`config.mk`:
```
export PLATFORM = sky130hd
export DESIGN_NAME = aha_counter_bank
export DESIGN_NICKNAME = d
export VERILOG_FILES = /design/src/rtl/aha_counter_bank.sv
export SDC_FILE = /design/constraint.sdc
export NUM_CORES = 1
export LEC_CHECK = 0
export CORE_MARGIN = 2
export CORE_UTILIZATION = 23
export CTS_BUF_LIST = sky130_fd_sc_hd__clkbuf_16
export DETAILED_ROUTE_END_ITERATION = 12
export SLEW_MARGIN = 5
export SYNTH_ARGS = -nofsm -noshare
export SYNTH_HDL_FRONTEND = slang
export SYNTH_SLANG_ARGS = --single-unit
```
`constraint.sdc`:
```
create_clock -name CLK -period 3.8 [get_ports CLK]
set_clock_uncertainty 0.1 [all_clocks]
set_input_delay 0.76 -clock CLK [delete_from_list [all_inputs] [get_ports CLK]]
set_output_delay 0.76 -clock CLK [all_outputs]
set_load 0.02 [all_outputs]
```
`src/rtl/aha_counter_bank.sv`:
```
// Bank of NUM_CH independent WIDTH-bit event counters with clear/load/wrap/saturate and overflow flags.
// Optional coherent snapshot of all channels when AHA_COUNTER_SNAPSHOT_EN is defined.
module aha_counter_bank #(
    parameter int unsigned WIDTH  = 8,
    parameter int unsigned NUM_CH = 4
) (
    input  logic                      CLK,
    input  logic                      RESETn,
    input  logic [NUM_CH-1:0]         EN,
    input  logic [NUM_CH-1:0]         CLR,
    input  logic [NUM_CH-1:0]         LOAD,
    input  logic [NUM_CH*WIDTH-1:0]   LOAD_VAL,
    input  logic [NUM_CH-1:0]         SAT_MODE,
    input  logic [NUM_CH-1:0]         OVF_CLR,
`ifdef AHA_COUNTER_SNAPSHOT_EN
    input  logic                      SNAP,
    output logic [NUM_CH*WIDTH-1:0]   SNAP_Q,
`endif
    output logic [NUM_CH*WIDTH-1:0]   Q,
    output logic [NUM_CH-1:0]         OVF,
    output logic [NUM_CH-1:0]         OVF_STICKY
);

    localparam int unsigned BUS_W = NUM_CH * WIDTH;
    localparam logic [WIDTH-1:0] MAX = {WIDTH{1'b1}};

    logic [BUS_W-1:0]  q_r, q_nxt;
    logic [NUM_CH-1:0] ovf_r, ovf_nxt;
    logic [NUM_CH-1:0] sticky_r, sticky_nxt;

    // Per-channel next state, priority CLR > LOAD > EN > hold; overflow set beats OVF_CLR.
    always_comb begin
        q_nxt      = q_r;
        ovf_nxt    = '0;
        sticky_nxt = sticky_r;
        for (int i = 0; i < int'(NUM_CH); i++) begin
            if (CLR[i]) begin
                q_nxt[i*WIDTH +: WIDTH] = '0;
                sticky_nxt[i]           = 1'b0;
            end else begin
                if (OVF_CLR[i]) begin
                    sticky_nxt[i] = 1'b0;
                end
                if (LOAD[i]) begin
                    q_nxt[i*WIDTH +: WIDTH] = LOAD_VAL[i*WIDTH +: WIDTH];
                end else if (EN[i]) begin
                    if (q_r[i*WIDTH +: WIDTH] == MAX) begin
                        q_nxt[i*WIDTH +: WIDTH] = SAT_MODE[i] ? MAX : '0;
                        ovf_nxt[i]              = 1'b1;
                        sticky_nxt[i]           = 1'b1;
                    end else begin
                        q_nxt[i*WIDTH +: WIDTH] = q_r[i*WIDTH +: WIDTH] + WIDTH'(1);
                    end
                end
            end
        end
    end

    always_ff @(posedge CLK or negedge RESETn) begin
        if (!RESETn) begin
            q_r      <= '0;
            ovf_r    <= '0;
            sticky_r <= '0;
        end else begin
            q_r      <= q_nxt;
            ovf_r    <= ovf_nxt;
            sticky_r <= sticky_nxt;
        end
    end

    assign Q          = q_r;
    assign OVF        = ovf_r;
    assign OVF_STICKY = sticky_r;

`ifdef AHA_COUNTER_SNAPSHOT_EN
    logic [BUS_W-1:0] snap_r;

    // Captures the pre-update counts so software sees one coherent set.
    always_ff @(posedge CLK or negedge RESETn) begin
        if (!RESETn) begin
            snap_r <= '0;
        end else if (SNAP) begin
            snap_r <= q_r;
        end
    end

    assign SNAP_Q = snap_r;
`endif

endmodule
```
==> metrics <==
Synth area leaders dfrtp_1 (39%), a21oi_1 (5.9%), nand2_1 (4.1%), o21ai_0 (3.5%), nor2_1 (2.8%); grt total ovfl 0; Post-CTS Hold Fix Bufs 0; Fmax 413 MHz; Setup crit start kind input port; Core Util, Final 0.344; Critical Path AT 2.48 ns; TritonCTS Sinks 40; layout net count 446; Iter 0 DRT Violations 119; initial antenna violation count 0; Mapped Cells 300; Ys Warns 0; postcts setup bufs 0; die span in x 109 um; Post-Syn Area 2550 um2; H-Tree Depth 2; kind of critical path input port to flip-flop; Syn-to-layout area delta 46.3%; Worst Max-Slew Pin Slew 0.998 ns; Root Driver clkbuf_16; Max Cap Viol 0; vias per std cell 5.11; asr flop ratio synth 1.00; first-pass GRT wire length 12300 um; Syn Nets 358; post-synth cell types 54; syn avg cell area 8.49 um2; CP required 3.86 ns; I/O pin cnt 94; GRT Resource Usage Total 0.127; Synth Flop Type dfrtp_1; final wirelength 7600 um; GP Congestion 0.845; CP bufs+invs 1; Worst setup EP type flip-flop; Hold Crit Class flip-flop to flip-flop; number of global-route vias before repair 2553; clk_lat worst skew 0.27 ns; post-layout min period 2.42 ns; layout cells sized above 1 0.0492; count of state elements after synthesis 40; max_slew headroom 0.335; drt drc 0; Initial DRT Pass Iterations 4; Floorplan Core Area 10800 um2; cts bufs inserted 5; Post-synth EDFFs 0; area leader, netlist dfrtp_1; CP max-delay cell clkdlybuf4s50_1; antenna diode count 0; Power Density 302 nW/um2; critical path, cell by cell clkdlybuf4s50_1, nand2b_1, a21oi_1, a31o_2, a22o_1; Max VDD drop 147 uV; Clock Pin Slew Worst Setup and Hold Paths 0.06 ns; Port Buf Inserts 93; CP max stage delay 0.82 ns; fin. max-slew vios 0; Pwr Total 1.13 mW; delay-heaviest family, CP buffers and inverters; CTS Buffer Depth 2; outcome finished clean; Detail Route Antenna Nets 0; Vias 2689; Die Y 109 um; DP HPWL 5570 um; CP max FO 17; register area share after synthesis 0.393; Starting Density 0.235; final hold violations 0; die area 11900 um2; largest net degree at the start of global routing 41; count leader, synth dfrtp_1; Post-synth top cells dfrtp_1 (40), a21oi_1 (30), nand2_1 (28); Post-CTS Resized 0; Routed WL per cell 14.5 um; leak pwr 1.47 nW; fin crit share 0.637; Synth top area share 0.393; # fillers 1199; CTS tree yes; sum of negative setup slack 0 ns; Final setup viols 0; Rows 38; RSZ-0062 raised after global routing no
-- metrics by stage --
step           setup slack [ns]  std cells  cell area (um2)  hold WS [ns]
2_1_floorplan              1.87        300             2550         0.364
3_3_place_gp               1.15        521             3600         0.413
3_5_place_dp               1.11        521             3600         0.419
4_1_cts                    1.40        526             3730         0.432
5_1_grt                    1.25        526             3730         0.468
6_report                   1.38        526             3730         0.427
-- state kept, by name, indices dropped and copies added (netlist names) --
register and flops:
Q 32, OVF 4, OVF_STICKY 4
-- final timing paths --
kind / cells after the start / slack [ns] / endpoint / start
worst min-delay path: 2 / 0.43 / OVF_STICKY[3] / OVF_STICKY[3]
max in group asynchronous: 1 / 2.42 / Q[3] / RESETn
worst min register to register: 2 / 0.43 / OVF_STICKY[3] / OVF_STICKY[3]
min in group asynchronous: 1 / 0.53 / Q[9] / RESETn
worst max-delay path: 5 / 1.38 / Q[27] / LOAD[3]
worst max register to register: 5 / 1.72 / Q[30] / Q[24]
-- routing by layer --
metal	track usage	up-vias	routed length (um)	share of wire
met3	0.0305	4	425	0.056
li1	-	1303	-	-
met2	0.207	79	3610	0.48
met4	0.0316	0	44	0.0058
met1	0.170	1303	3520	0.46
met5	0	-	0	0
-- cell families (layout without fill, tap and decap cells) --
logic type               count (synthesis)  in the layout  synth area share
flip-flops                              40             40             0.393
multiplexers                             5              5            0.0211
XOR/XNOR                                 1              1           0.00344
AND/OR/NAND/NOR                        114            114             0.237
adder cells (fa/ha/maj)                  4              4            0.0196
buffers and inverters                   29            115            0.0432
AO/OA/AOI/OAI                          107            107             0.282
-- power breakdown --
part           switching (mW)  internal (mW)
logic                   0.120          0.130
registers              0.0369          0.449
clock network           0.158          0.232
total                   0.315          0.811
-- worst min-delay path, cell delays in order (launching register included) --
cell,delay (ns)
dfrtp_1,0.35
a2bb2oi_1,0.06
nor2_1,0.08
-- layout by cell type (no fill, tap or decap), types with 7 or more instances in the layout --
master,count
clkdlybuf4s50_1,92
dfrtp_1,40
a21oi_1,30
nand2_1,28
nor2_1,19
o21ai_0,18
inv_1,17
nand3_1,12
nor3_1,9
and3_1,8
nand4_1,7
-- final cells by class --
class | instances | area, um2 | area share
multi-input cells | 231 | 1440 | 0.385
flip-flops and latches | 40 | 1000 | 0.269
inverters | 17 | 63.8 | 0.0171
clock buffers | 5 | 125 | 0.0336
repair buffers | 93 | 926 | 0.248
well taps | 140 | 175 | 0.0470
(Power assumes the default switching activity.)
==> edit: new RTL, same settings <==
`NUM_CH`: 4 -> 8.
--- a/src/rtl/aha_counter_bank.sv
+++ b/src/rtl/aha_counter_bank.sv
@@ -2,7 +2,7 @@
 // Optional coherent snapshot of all channels when AHA_COUNTER_SNAPSHOT_EN is defined.
 module aha_counter_bank #(
     parameter int unsigned WIDTH  = 8,
-    parameter int unsigned NUM_CH = 4
+    parameter int unsigned NUM_CH = 8
 ) (
     input  logic                      CLK,
     input  logic                      RESETn,
Ports: changed (9 resized); port bits go from 94 to 186. No check against the original RTL was run, so the function may have changed too.
==> edit against the unedited design <==
Routed wire length increased by 120%; area after synthesis increased by 110%; worst setup slack got worse by 15 ps; die area increased by 100%; cell area increased by 110%; via count increased by 110%; sequential cell count increased by 40; power increased by 110%; core utilization decreased by 0.32 points; synthesized cell count increased by 110%; critical endpoint is now Q[37]$_DFFE_PN0P_.
==> edit: results (changes against the unedited design) <==
worst slew pin tran=895.6 ps (-102.0 ps); synth top area cells=dfrtp_1 (38%), nand2_1 (6.6%), o21ai_0 (5.8%); Top Family by Delay on Critical Path=buffers and inverters; synth cell count leaders=nand2_1 (93), dfrtp_1 (80), o21ai_0 (61); post-synthesis adder-cell area fraction=0.01904 (-0.0006033); post-synth net total=743 (+110%); status=finished clean; layout cell share with drive strength beyond 1=0.05185 (+0.002629); compound-cell area share of the yosys netlist=0.3164 (+0.03394); clk_lat worst skew=340 ps (+70 ps); Unique masters post-synth=56 (+3.7%); pin count of the biggest net entering global routing=53 (+29%); post-synthesis mux area share=0.008331 (-0.01279); Finished Layout Cells=1096 (+110%); Peak Freq=410.9 MHz (-0.62%); Max-Cap Viols=0 (unchanged); Nets=919 (+110%); Root Buffer Master=clkbuf_16; max FFs per register=64 (+100%); Place WS=1051 ps (-57.31 ps); maximum buffer depth of the clock tree=2 (unchanged); Peak supply drop=0.1706 mV (+16%); XOR/XNOR Fraction of Synth Area=0.003333 (-0.0001056); first-pass GRT wire length=27.44 mm (+120%); vias in the first global route=5313 (+110%); CP peak stage delay=750 ps (-70 ps); prevailing post-synth register cell=dfrtp_1; Psw=0.7252 mW (+130%); Total GRT Usage=0.1399 (+0.01258); Hold Path Class=input pin to async pin; LEAKAGE=3.095 nW (+110%); Port Buffers=185 (+99%); Worst Path Arrival=2570 ps (+90 ps); vias=5577 (+110%); sequential-to-total area share from yosys stat=0.3809 (-0.01207); fraction of registers with async set/reset=1.000 (unchanged); Placed Area=7391 µm² (+110%); wire per inst=15.55 µm (+7.6%); TritonCTS buffer count=9 (+4); Max H-tree Level=3 (+1); initial DRC count=317 (+170%); antenna violations before repair=1 (+1); R2R Setup Slk=1650 ps (-70 ps); Syn Area/Cell=8.357 µm² (-1.6%); crit path max fanout=14 (-3); Final Hold Slack=361.9 ps (-65.47 ps); GP Congestion=0.8561 (+1.3%); post-cts gate resize count=0 (unchanged); HPWL after DPL=12.77 mm (+130%)
==> edit: path summary, 6_finish.rpt <==
kind,startpoint,endpoint,cells past startpoint
setup reg to reg,Q[8]$_DFFE_PN0P_,Q[14]$_DFFE_PN0P_,5
max in group asynchronous,RESETn,Q[18]$_DFFE_PN0P_,2
min in group CLK,OVF_STICKY[7]$_DFF_PN0_,OVF_STICKY[7]$_DFF_PN0_,2
setup / recovery,LOAD[4],Q[37]$_DFFE_PN0P_,5
hold reg to reg,OVF_STICKY[7]$_DFF_PN0_,OVF_STICKY[7]$_DFF_PN0_,2
hold / removal,RESETn,Q[39]$_DFFE_PN0P_,1
==> edit: power by group through the flow <==
stage | Sequential, mW | Combinational [mW] | Clock (mW)
global route | 0.995 | 0.592 | 0.897
detailed placement | 0.996 | 0.546 | 0
global placement | 0.997 | 0.544 | 0
floorplan | 1.04 | 0.198 | 0
finish | 0.982 | 0.543 | 0.825
CTS | 0.982 | 0.548 | 0.867
==> edit: layer usage <==
layer	track usage	wire (µm)	up-vias
li1	-	-	2719
met1	0.1867	7621	2661
met2	0.2241	7867	182
met3	0.03538	1257	15
met4	0.04194	295	0
met5	0	0	-
==> edit: cell type report <==
cell class / count / area, µm²
fillers: 2330 / 14840
clock buffers: 9 / 225.2
well taps: 285 / 356.6
repair buffers: 188 / 1872
inverters: 30 / 112.6
flip-flops and latches: 80 / 2002
multi-input cells: 496 / 3048
diodes: 1 / 2.502
clock inverters: 7 / 47.55
==> edit: cell families after synthesis <==
logic type               Yosys count
flip-flops                        80
AND/OR/NAND/NOR                  242
buffers and inverters             53
multiplexers                       4
XOR/XNOR                           2
adder cells (fa/ha/maj)            8
AO/OA/AOI/OAI                    240
